**config.mk**
```make
export PLATFORM = sky130hd
export DESIGN_NAME = booth_acc
export DESIGN_NICKNAME = d
export VERILOG_FILES = /design/src/rtl/booth_acc.sv
export SDC_FILE = /design/constraint.sdc
export NUM_CORES = 1
export LEC_CHECK = 0
export CAP_MARGIN = 0
export CORE_MARGIN = 4
export CORE_UTILIZATION = 68
export CTS_BUF_LIST = sky130_fd_sc_hd__clkbuf_8 sky130_fd_sc_hd__clkbuf_16
export CTS_CLUSTER_SIZE = 40
export DETAILED_ROUTE_END_ITERATION = 7
export DONT_BUFFER_PORTS = 1
export GPL_TIMING_DRIVEN = 0
export PLACE_DENSITY = 0.84
export RECOVER_POWER = 50
export SYNTH_ARGS = -nofsm -noshare
export SYNTH_HDL_FRONTEND = slang
export SYNTH_SLANG_ARGS = --single-unit
```
**constraint.sdc**
```tcl
create_clock -name clk -period 7.39 [get_ports clk]
set_clock_uncertainty 0.1 [all_clocks]
set_input_delay 1.1085 -clock clk [delete_from_list [all_inputs] [get_ports clk]]
set_output_delay 1.1085 -clock clk [all_outputs]
set_load 0.01 [all_outputs]
```
**src/rtl/booth_acc.sv**
```systemverilog
// Block accumulator behind the Booth multiplier. It sums LEN signed products and presents each block total on a valid/ready port.
// Optional feature: define BOOTH_ACC_SAT_EN to saturate on overflow instead of wrapping.
module booth_acc #(
  parameter int PW  = 16,
  parameter int AW  = 24,
  parameter int LEN = 4
) (
  input  logic          clk,
  input  logic          rst_n,
  input  logic          p_valid,
  output logic          p_ready,
  input  logic [PW-1:0] p_data,
  output logic          acc_valid,
  input  logic          acc_ready,
  output logic [AW-1:0] acc_data,
  output logic          acc_ovf
);

  // The counter only needs to reach LEN-1, because the last product ends the block.
  localparam int CW = (LEN > 1) ? $clog2(LEN) : 1;
  localparam logic [CW-1:0] LAST = CW'(LEN - 1);

  typedef enum logic {ACCUM, DONE} state_t;

  state_t        state_q, state_d;
  logic [AW-1:0] sum_q, sum_d;
  logic [CW-1:0] cnt_q, cnt_d;
  logic          ovf_q, ovf_d;
  logic [AW-1:0] acc_data_q, acc_data_d;
  logic          acc_ovf_q, acc_ovf_d;

  logic [AW:0]   sum_ext;
  logic          add_ovf;
  logic [AW-1:0] sum_next;

  always_comb begin
    sum_ext = {sum_q[AW-1], sum_q} + {{(AW + 1 - PW){p_data[PW-1]}}, p_data};
    add_ovf = sum_ext[AW] ^ sum_ext[AW-1];
  end

`ifdef BOOTH_ACC_SAT_EN
  localparam logic [AW-1:0] SUM_MAX = {1'b0, {(AW - 1){1'b1}}};
  localparam logic [AW-1:0] SUM_MIN = {1'b1, {(AW - 1){1'b0}}};

  // The true sign of the sum is bit AW, so it selects which rail to clamp to.
  always_comb begin
    if (add_ovf) sum_next = sum_ext[AW] ? SUM_MIN : SUM_MAX;
    else         sum_next = sum_ext[AW-1:0];
  end
`else
  always_comb begin
    sum_next = sum_ext[AW-1:0];
  end
`endif

  always_comb begin
    state_d    = state_q;
    sum_d      = sum_q;
    cnt_d      = cnt_q;
    ovf_d      = ovf_q;
    acc_data_d = acc_data_q;
    acc_ovf_d  = acc_ovf_q;
    p_ready    = 1'b0;
    acc_valid  = 1'b0;
    case (state_q)
      ACCUM: begin
        p_ready = 1'b1;
        if (p_valid) begin
          sum_d = sum_next;
          cnt_d = cnt_q + CW'(1);
          ovf_d = ovf_q | add_ovf;
          if (cnt_q == LAST) begin
            acc_data_d = sum_next;
            acc_ovf_d  = ovf_q | add_ovf;
            state_d    = DONE;
          end
        end
      end
      DONE: begin
        acc_valid = 1'b1;
        if (acc_ready) begin
          sum_d   = '0;
          cnt_d   = '0;
          ovf_d   = 1'b0;
          state_d = ACCUM;
        end
      end
      default: state_d = ACCUM;
    endcase
  end

  always_ff @(posedge clk or negedge rst_n) begin
    if (!rst_n) begin
      state_q    <= ACCUM;
      sum_q      <= '0;
      cnt_q      <= '0;
      ovf_q      <= 1'b0;
      acc_data_q <= '0;
      acc_ovf_q  <= 1'b0;
    end else begin
      state_q    <= state_d;
      sum_q      <= sum_d;
      cnt_q      <= cnt_d;
      ovf_q      <= ovf_d;
      acc_data_q <= acc_data_d;
      acc_ovf_q  <= acc_ovf_d;
    end
  end

  assign acc_data = acc_data_q;
  assign acc_ovf  = acc_ovf_q;

endmodule

```
==> results.txt <==
* Result of the run: complete, no violations
* Horiz. Die Dim: 76.8 um
- The min-delay analysis places its worst path in the category in -> async.
- Global routing consumed, over all layers together, 25.9% of the routing resources.
* Maximum operating frequency: 291 MHz
* Core Rows: 24
- Flip-flop and latch count after synthesis: 53
* List of most frequent post-synthesis cells: 54 x sky130_fd_sc_hd__nand2_1, 54 x sky130_fd_sc_hd__o21ai_0, 53 x sky130_fd_sc_hd__dfrtp_1, 27 x sky130_fd_sc_hd__a21oi_1, 25 x sky130_fd_sc_hd__ha_1
- The floorplan step defined a core boundary enclosing 4470 sq um.
- Worst Setup Slack, final: 3.95 ns
* Clock-pin slew reported for the worst setup and hold paths after clock tree synthesis: 0.10 ns
* Critical path data required time: 7.49 ns
- Net count, final: 402
- During synthesis, Yosys emitted a total of 0 warnings.
- Post-CTS timing repair inserted 0 buffers for setup.
* Count of mapped cells out of synthesis: 349
- In this run the worst path has a maximum fanout of 3.
* Crit share post-route: 46.5%
- STA classifies the critical path startpoint as a primary input.
- Counting the buffers created by CTS gives 5.
- Number of global-route vias before repair: 2674
- Leakage dissipation: 0.00156 uW
- Total DRC errors in the routed layout: 0
* Clock net sink count: 53
- Area overhead of the layout relative to synthesis: 6.30%
- Commonest register cell after synthesis: sky130_fd_sc_hd__dfrtp_1
* Initial antenna violation count: 0
- Proportion of layout cells with a drive suffix above 1: 7.00%
- For this design, the CTS-stage hold fixing added 0 buffers.
- In the routed layout, each cell is associated on average with a via count of 6.45.
- Maximum number of pins on one net before global-route repair: 54
- In this run, the number of DRC markers left after iteration 0 of detailed routing was 155.
* Y dimension of the die: 76.8 um
- The critical path is of the in -> reg type.
* Ys async rst share: 100%
- Via count: 2639
- The number of nets handed over by synthesis was 395.
- Total negative slack: 0 ns
- STA classifies the critical path endpoint as a register.
- The cell sitting at the root of the clock tree is a sky130_fd_sc_hd__clkbuf_8.
- In the post-synthesis netlist, the biggest area contributors are sky130_fd_sc_hd__dfrtp_1 41%, sky130_fd_sc_hd__ha_1 9.7%, sky130_fd_sc_hd__o21ai_0 8.4%, sky130_fd_sc_hd__nand2_1 6.3%, sky130_fd_sc_hd__a21oi_1 4.2%.
- The first global-routing pass estimated 12500 um of wire.
* Average cell area after synthesis: 9.22 sq um
- In this run the biggest area consumer among cell types represents 41.2% of the synthesized area.
- OpenSTA, run right after detailed placement, puts the worst setup slack at 3.76 ns.
- Number of buffers between clock root and the deepest sink: 2
- The total count of hold-check failures in the final report is 0.
- Arrival time reported for the critical path endpoint: 3.53 ns
- Number of filler cells placed in the layout: 314
* Setup repair after global routing missed its margin: no
- For this run, the register share of the synthesized area comes to 41.2%.
- The floorplan step defined a die boundary enclosing 5900 sq um.
- Maximum vdd ir drop: 0.257 mV
- Setup violations remaining at the end of the flow were counted as 0.
- Registers take 1330 sq um.
* Number of slew-limit violations in the final report: 0
- Final hold analysis gives a worst-case slack of 0.381 ns.
* Count of boundary I/O pins: 47
* Rel. slew slack: 50.8%
- In the final routed layout, each cell accounts on average for 18.0 um.
* Port Buffers: 0
- Once detailed placement completed, the half-perimeter wirelength came to 5370 um.
- Routability-driven placement finished with a final weighted congestion of 0.951.
- Clock tree from TritonCTS: built
* Post-Route WL: 7350 um
- Final Cell Area: 3420 sq um
- First-pass iteration count of the detailed router: 4
* Count of flip-flops with a built-in enable after synthesis: 0
- Count of unique library cells instantiated by Yosys: 41
- Min cycle time layout: 3.44 ns
* Slew of the pin with the lowest slew margin: 0.738 ns
- Number of maximum-capacitance constraint violations: 0
- In this run the power density over the cells is 482 nW/um^2.
- In this run the number of H-tree levels came out at 2.
* Clock latency at the later pin of the worst-skew pair: 0.31 ns
* Area of combinational cells with multiple inputs: 1800 sq um
* Total cell area at the placement stage: 3280 sq um
- Number of nets with antenna violations after routing: 0
* Post_cts resized: 0
- After synthesis the cells add up to 3220 sq um.
- The initial utilization of the core area, before any placement, comes to 72.0%.
- Total global routing overflow: 0
- 0 antenna diodes ended up in the layout.
* Top cell type by total area after synthesis: sky130_fd_sc_hd__dfrtp_1
worst max-delay path: stages:
cell and delay (ns):
sky130_fd_sc_hd__ha_1 0.19, sky130_fd_sc_hd__inv_1 0.07, sky130_fd_sc_hd__fa_1 0.40, sky130_fd_sc_hd__nand2b_1 0.22
sky130_fd_sc_hd__a211oi_1 0.41, sky130_fd_sc_hd__nor2_1 0.16, sky130_fd_sc_hd__a211oi_2 0.37, sky130_fd_sc_hd__a21oi_1 0.16
sky130_fd_sc_hd__xnor2_1 0.17, sky130_fd_sc_hd__mux2_2 0.27
sequential cells by signal, indices dropped and copies added (netlist names):
signal,flops
state_q,1
ovf_q,1
acc_data,24
sum_q,24
cnt_q,2
acc_ovf,1
where the power goes:
part	total, uW	leakage (uW)	switching, uW	internal [uW]
Clock	235	0.0000687	98.8	136
Combinational	866	0.000834	515	351
Sequential	547	0.000654	119	428
final timing paths:
path | start | to | slack [ns] | cells past startpoint
min reg2reg | sum_q[8] | sum_q[8] | 0.40 | 2
max in group asynchronous | rst_n | acc_data[15] | 6.71 | 0
max | p_data[0] | acc_data[20] | 3.95 | 10
min | rst_n | acc_data[11] | 0.38 | 0
max reg2reg | sum_q[0] | acc_data[20] | 4.37 | 10
min in group clk | sum_q[8] | sum_q[8] | 0.40 | 2
cells in the final DEF, fill, tap and decap left out, types with 3 or more instances in the layout:
cell	count
sky130_fd_sc_hd__nand2_1	54
sky130_fd_sc_hd__xnor2_1	12
sky130_fd_sc_hd__clkbuf_1	11
sky130_fd_sc_hd__or3_1	4
sky130_fd_sc_hd__a21oi_2	3
sky130_fd_sc_hd__dfrtp_1	53
sky130_fd_sc_hd__and2_1	3
sky130_fd_sc_hd__nand3_1	6
sky130_fd_sc_hd__nand4_1	7
sky130_fd_sc_hd__a22o_1	6
sky130_fd_sc_hd__nor3_1	6
sky130_fd_sc_hd__a21o_1	9
sky130_fd_sc_hd__o21ai_0	54
sky130_fd_sc_hd__mux2_2	3
sky130_fd_sc_hd__nor2_1	10
sky130_fd_sc_hd__clkbuf_8	5
sky130_fd_sc_hd__nor2b_1	3
sky130_fd_sc_hd__a21oi_1	27
sky130_fd_sc_hd__nand2b_1	7
sky130_fd_sc_hd__xor2_1	8
sky130_fd_sc_hd__ha_1	25
sky130_fd_sc_hd__inv_1	10
metrics by stage:
stage          utilization (%)  power [uW]  std cells
2_1_floorplan                -        1210        349
3_3_place_gp              73.4        1360        401
6_report                  76.5        1650        409
3_5_place_dp              73.4        1400        401
5_1_grt                   76.5        1790        409
4_1_cts                   76.5        1640        409
cells by family (layout without fill, tap and decap cells):
logic type / Yosys count / in the layout / synth area share (%)
AO/OA/AOI/OAI: 122 / 122 / 24.4
XOR/XNOR: 20 / 20 / 5.44
adder cells (fa/ha/maj): 26 / 26 / 10.3
buffers and inverters: 23 / 31 / 2.91
flip-flops: 53 / 53 / 41.2
multiplexers: 4 / 4 / 1.52
AND/OR/NAND/NOR: 101 / 101 / 14.2
layer usage:
metal	up-vias	share of wire [%]	track usage, %
met3	7	4.9	5.15
met1	1285	43	32.7
li1	1272	-	-
met2	75	50	44.9
met4	0	1.6	7.43
met5	-	0	0
layout make-up:
type	instances	area share, %
Buffer	13	1.65
Clock buffer	5	2.01
Clock inverter	3	2.01
Inverter	10	1.10
Multi-Input combinational cell	273	52.6
Sequential cell	53	38.8
Tap cell	52	1.90
(Power assumes the default switching activity.)
==> RTL edit, RTL diff (config.mk and constraints unchanged) <==
Take the reset off `sum_q` and `acc_data_q` and load them in a clocked block of their own.
--- a/src/rtl/booth_acc.sv
+++ b/src/rtl/booth_acc.sv
@@ -92,19 +92,20 @@
   always_ff @(posedge clk or negedge rst_n) begin
     if (!rst_n) begin
       state_q    <= ACCUM;
-      sum_q      <= '0;
       cnt_q      <= '0;
       ovf_q      <= 1'b0;
-      acc_data_q <= '0;
       acc_ovf_q  <= 1'b0;
     end else begin
       state_q    <= state_d;
-      sum_q      <= sum_d;
       cnt_q      <= cnt_d;
       ovf_q      <= ovf_d;
-      acc_data_q <= acc_data_d;
       acc_ovf_q  <= acc_ovf_d;
     end
+  end
+
+  always_ff @(posedge clk) begin
+    sum_q      <= sum_d;
+    acc_data_q <= acc_data_d;
   end
 
   assign acc_data = acc_data_q;
Behaviour: not the same (Yosys sat finds a counterexample within 10 cycles, from zero or initial values and one cycle with rst_n low).
==> RTL edit against the original RTL <==
First-iteration DRC count shrank 3.2%; combinational power grew 0.7%; area after synthesis shrank 4.2%; power is essentially flat; fmax shrank 3.2%; setup slack lost 0.11 ns; register-to-register slack lost 0.16 ns; design area shrank 5.3%; non-clock buffer count shrank 4; highest routed layer unchanged; utilization shrank 2.6 points; wire length shrank 21%; largest power group unchanged; sequential cell count is the same; critical path depth shrank 1.
==> RTL edit: results (changes against the original RTL) <==
| Metric | Value |
|---|---|
| Post-Place Cell Area | 0.00315 mm^2 (was 0.00328 mm^2) |
| Fraction of registers with async set/reset | 0.0943 (was 1.00) |
| Synth area leaders | edfxtp_1, ha_1, and2_1, dfrtp_1, xnor2_1 (was dfrtp_1, ha_1, o21ai_0, nand2_1, a21oi_1) |
| R2r setup slk | 4.21 ns (was 4.37 ns) |
| P_comb | 0.872 mW (was 0.866 mW) |
| Syn_nets | 312 (was 395) |
| Slowest cell on crit path | o31ai_1 (was a211oi_1) |
| Total GRT Usage | 0.221 (was 0.259) |
| CP top delay family | compound AO/OA/AOI/OAI gates (unchanged) |
| FF-to-FF path depth | 8 (was 10) |
| R2r startpoint | sum_q[1]$_SDFFCE_PP0P_ (was sum_q[0]$_DFFE_PN0P_) |
| Initial antenna violation count | 0 (unchanged) |
| Vias | 2,058 (was 2,639) |
| Nets | 319 (was 402) |
| Most common flop cell mapped by yosys | edfxtp_1 (was dfrtp_1) |
| CTS clk-pin slew, worst paths | 0.10 ns (about the same) |
| Drt first pass iters | 4 (unchanged) |
| Initial DRC Count | 150 (was 155) |
| Reg2reg end | sum_q[17]$_SDFFCE_PP0P_ (was acc_data[20]$_DFFE_PN0P_) |
| HPWL after detailed placement | 4330 um (was 5370 um) |
| Pin count of the biggest net entering global routing | 26 (was 54) |
| Max-slew headroom | 0.293 (was 0.508) |
| CP peak stage delay | 0.47 ns (was 0.41 ns) |
| First-pass GRT wire length | 9410 um (was 12,500 um) |
| Hold crit path type | input port to asynchronous set/reset pin (unchanged) |
| Vias in the first global route | 1,853 (was 2,674) |
| Total CTS buffers | 5 (unchanged) |
| I/O Buffers | 0 (unchanged) |
| H-tree levels | 2 (unchanged) |
| Layout cells sized above 1 | 0.0511 (was 0.0700) |
| Sequential logic power | 0.613 mW (was 0.547 mW) |
| Yosys cell types | 47 (was 41) |
| Post-synth EDFFs | 48 (was 0) |
| Worst vdd rail ir drop | 0.000279 V (was 0.000257 V) |
| Routed WL | 5800 um (was 7350 um) |
| Worst skew pair latency | 0.31 ns (about the same) |
| Switching portion of total power | 0.399 (was 0.444) |
| Crit-path max FO | 4 (was 3) |
| Post-synthesis sequential area ratio | 0.508 (was 0.412) |
| Place WS | 3.56 ns (was 3.76 ns) |
| GP Congestion | 0.918 (was 0.951) |
| Post CTS Setup Buffer Count | 0 (unchanged) |
| Status | finished, final reports clean (unchanged) |
| Post-CTS Resized | 0 (unchanged) |
| Synth Warn # | 0 (unchanged) |
| Post-synth top cells | edfxtp_1, ha_1, a21oi_1, and2_1, nand2_1 (was nand2_1, o21ai_0, dfrtp_1) |
| Static Leakage | 1.25 nW (was 1.56 nW) |
| Ant diodes | 0 (unchanged) |
| CTS root buffer | clkbuf_8 (unchanged) |
| Seq pwr share | 0.371 (was 0.332) |
| Maximum clock path buffer count | 2 (unchanged) |
| Worst Path Arrival | 3.52 ns (was 3.53 ns) |
-- RTL edit: worst max-delay path by stage --
stage          startpoint                       to  slack [ns]
4_1_cts         p_data[0]  sum_q[20]$_SDFFCE_PP0P_        3.89
3_5_place_dp    p_data[6]  sum_q[17]$_SDFFCE_PP0P_        3.56
2_1_floorplan   p_data[6]  sum_q[17]$_SDFFCE_PP0P_        3.72
5_1_grt         p_data[0]  sum_q[20]$_SDFFCE_PP0P_        3.72
3_3_place_gp    p_data[0]  sum_q[20]$_SDFFCE_PP0P_        3.58
6_report        p_data[0]  sum_q[20]$_SDFFCE_PP0P_        3.84
-- RTL edit: final cells by class --
| cell class | instances | area, um^2 |
|---|---|---|
| clock buffers | 5 | 68.8 |
| inverters | 7 | 26.3 |
| multi-input cells | 197 | 1450 |
| fillers | 304 | 1140 |
| flip-flops and latches | 53 | 1570 |
| plain buffers | 9 | 41.3 |
| clock inverters | 3 | 22.5 |
| well taps | 52 | 65.1 |
-- RTL edit: kinds of logic (layout without fill, tap and decap cells) --
kind of cell,Yosys count,in the layout,synth area share
simple gates,66,66,0.110
buf+inv,16,24,0.0219
mux,3,3,0.0118
xor+xnor,23,23,0.0653
flops,53,53,0.508
fa+ha+maj,26,26,0.108
compound gates,79,79,0.175
-- RTL edit: layer usage --
metal / global-route usage / vias up / routed length [um]
met1: 0.326 / 972 / 2750
met5: 0 / - / 0
li1: - / 1018 / -
met4: 0.0485 / 0 / 66
met2: 0.331 / 60 / 2590
met3: 0.0594 / 8 / 390
-- RTL edit: metrics by stage --
step | util | instances | hold slack [ns]
finish | 0.739 | 326 | 0.378
global route | 0.739 | 326 | 0.352
CTS | 0.739 | 326 | 0.374
detailed placement | 0.718 | 318 | 0.382
global placement | 0.718 | 318 | 0.370
floorplan | - | 266 | 0.349
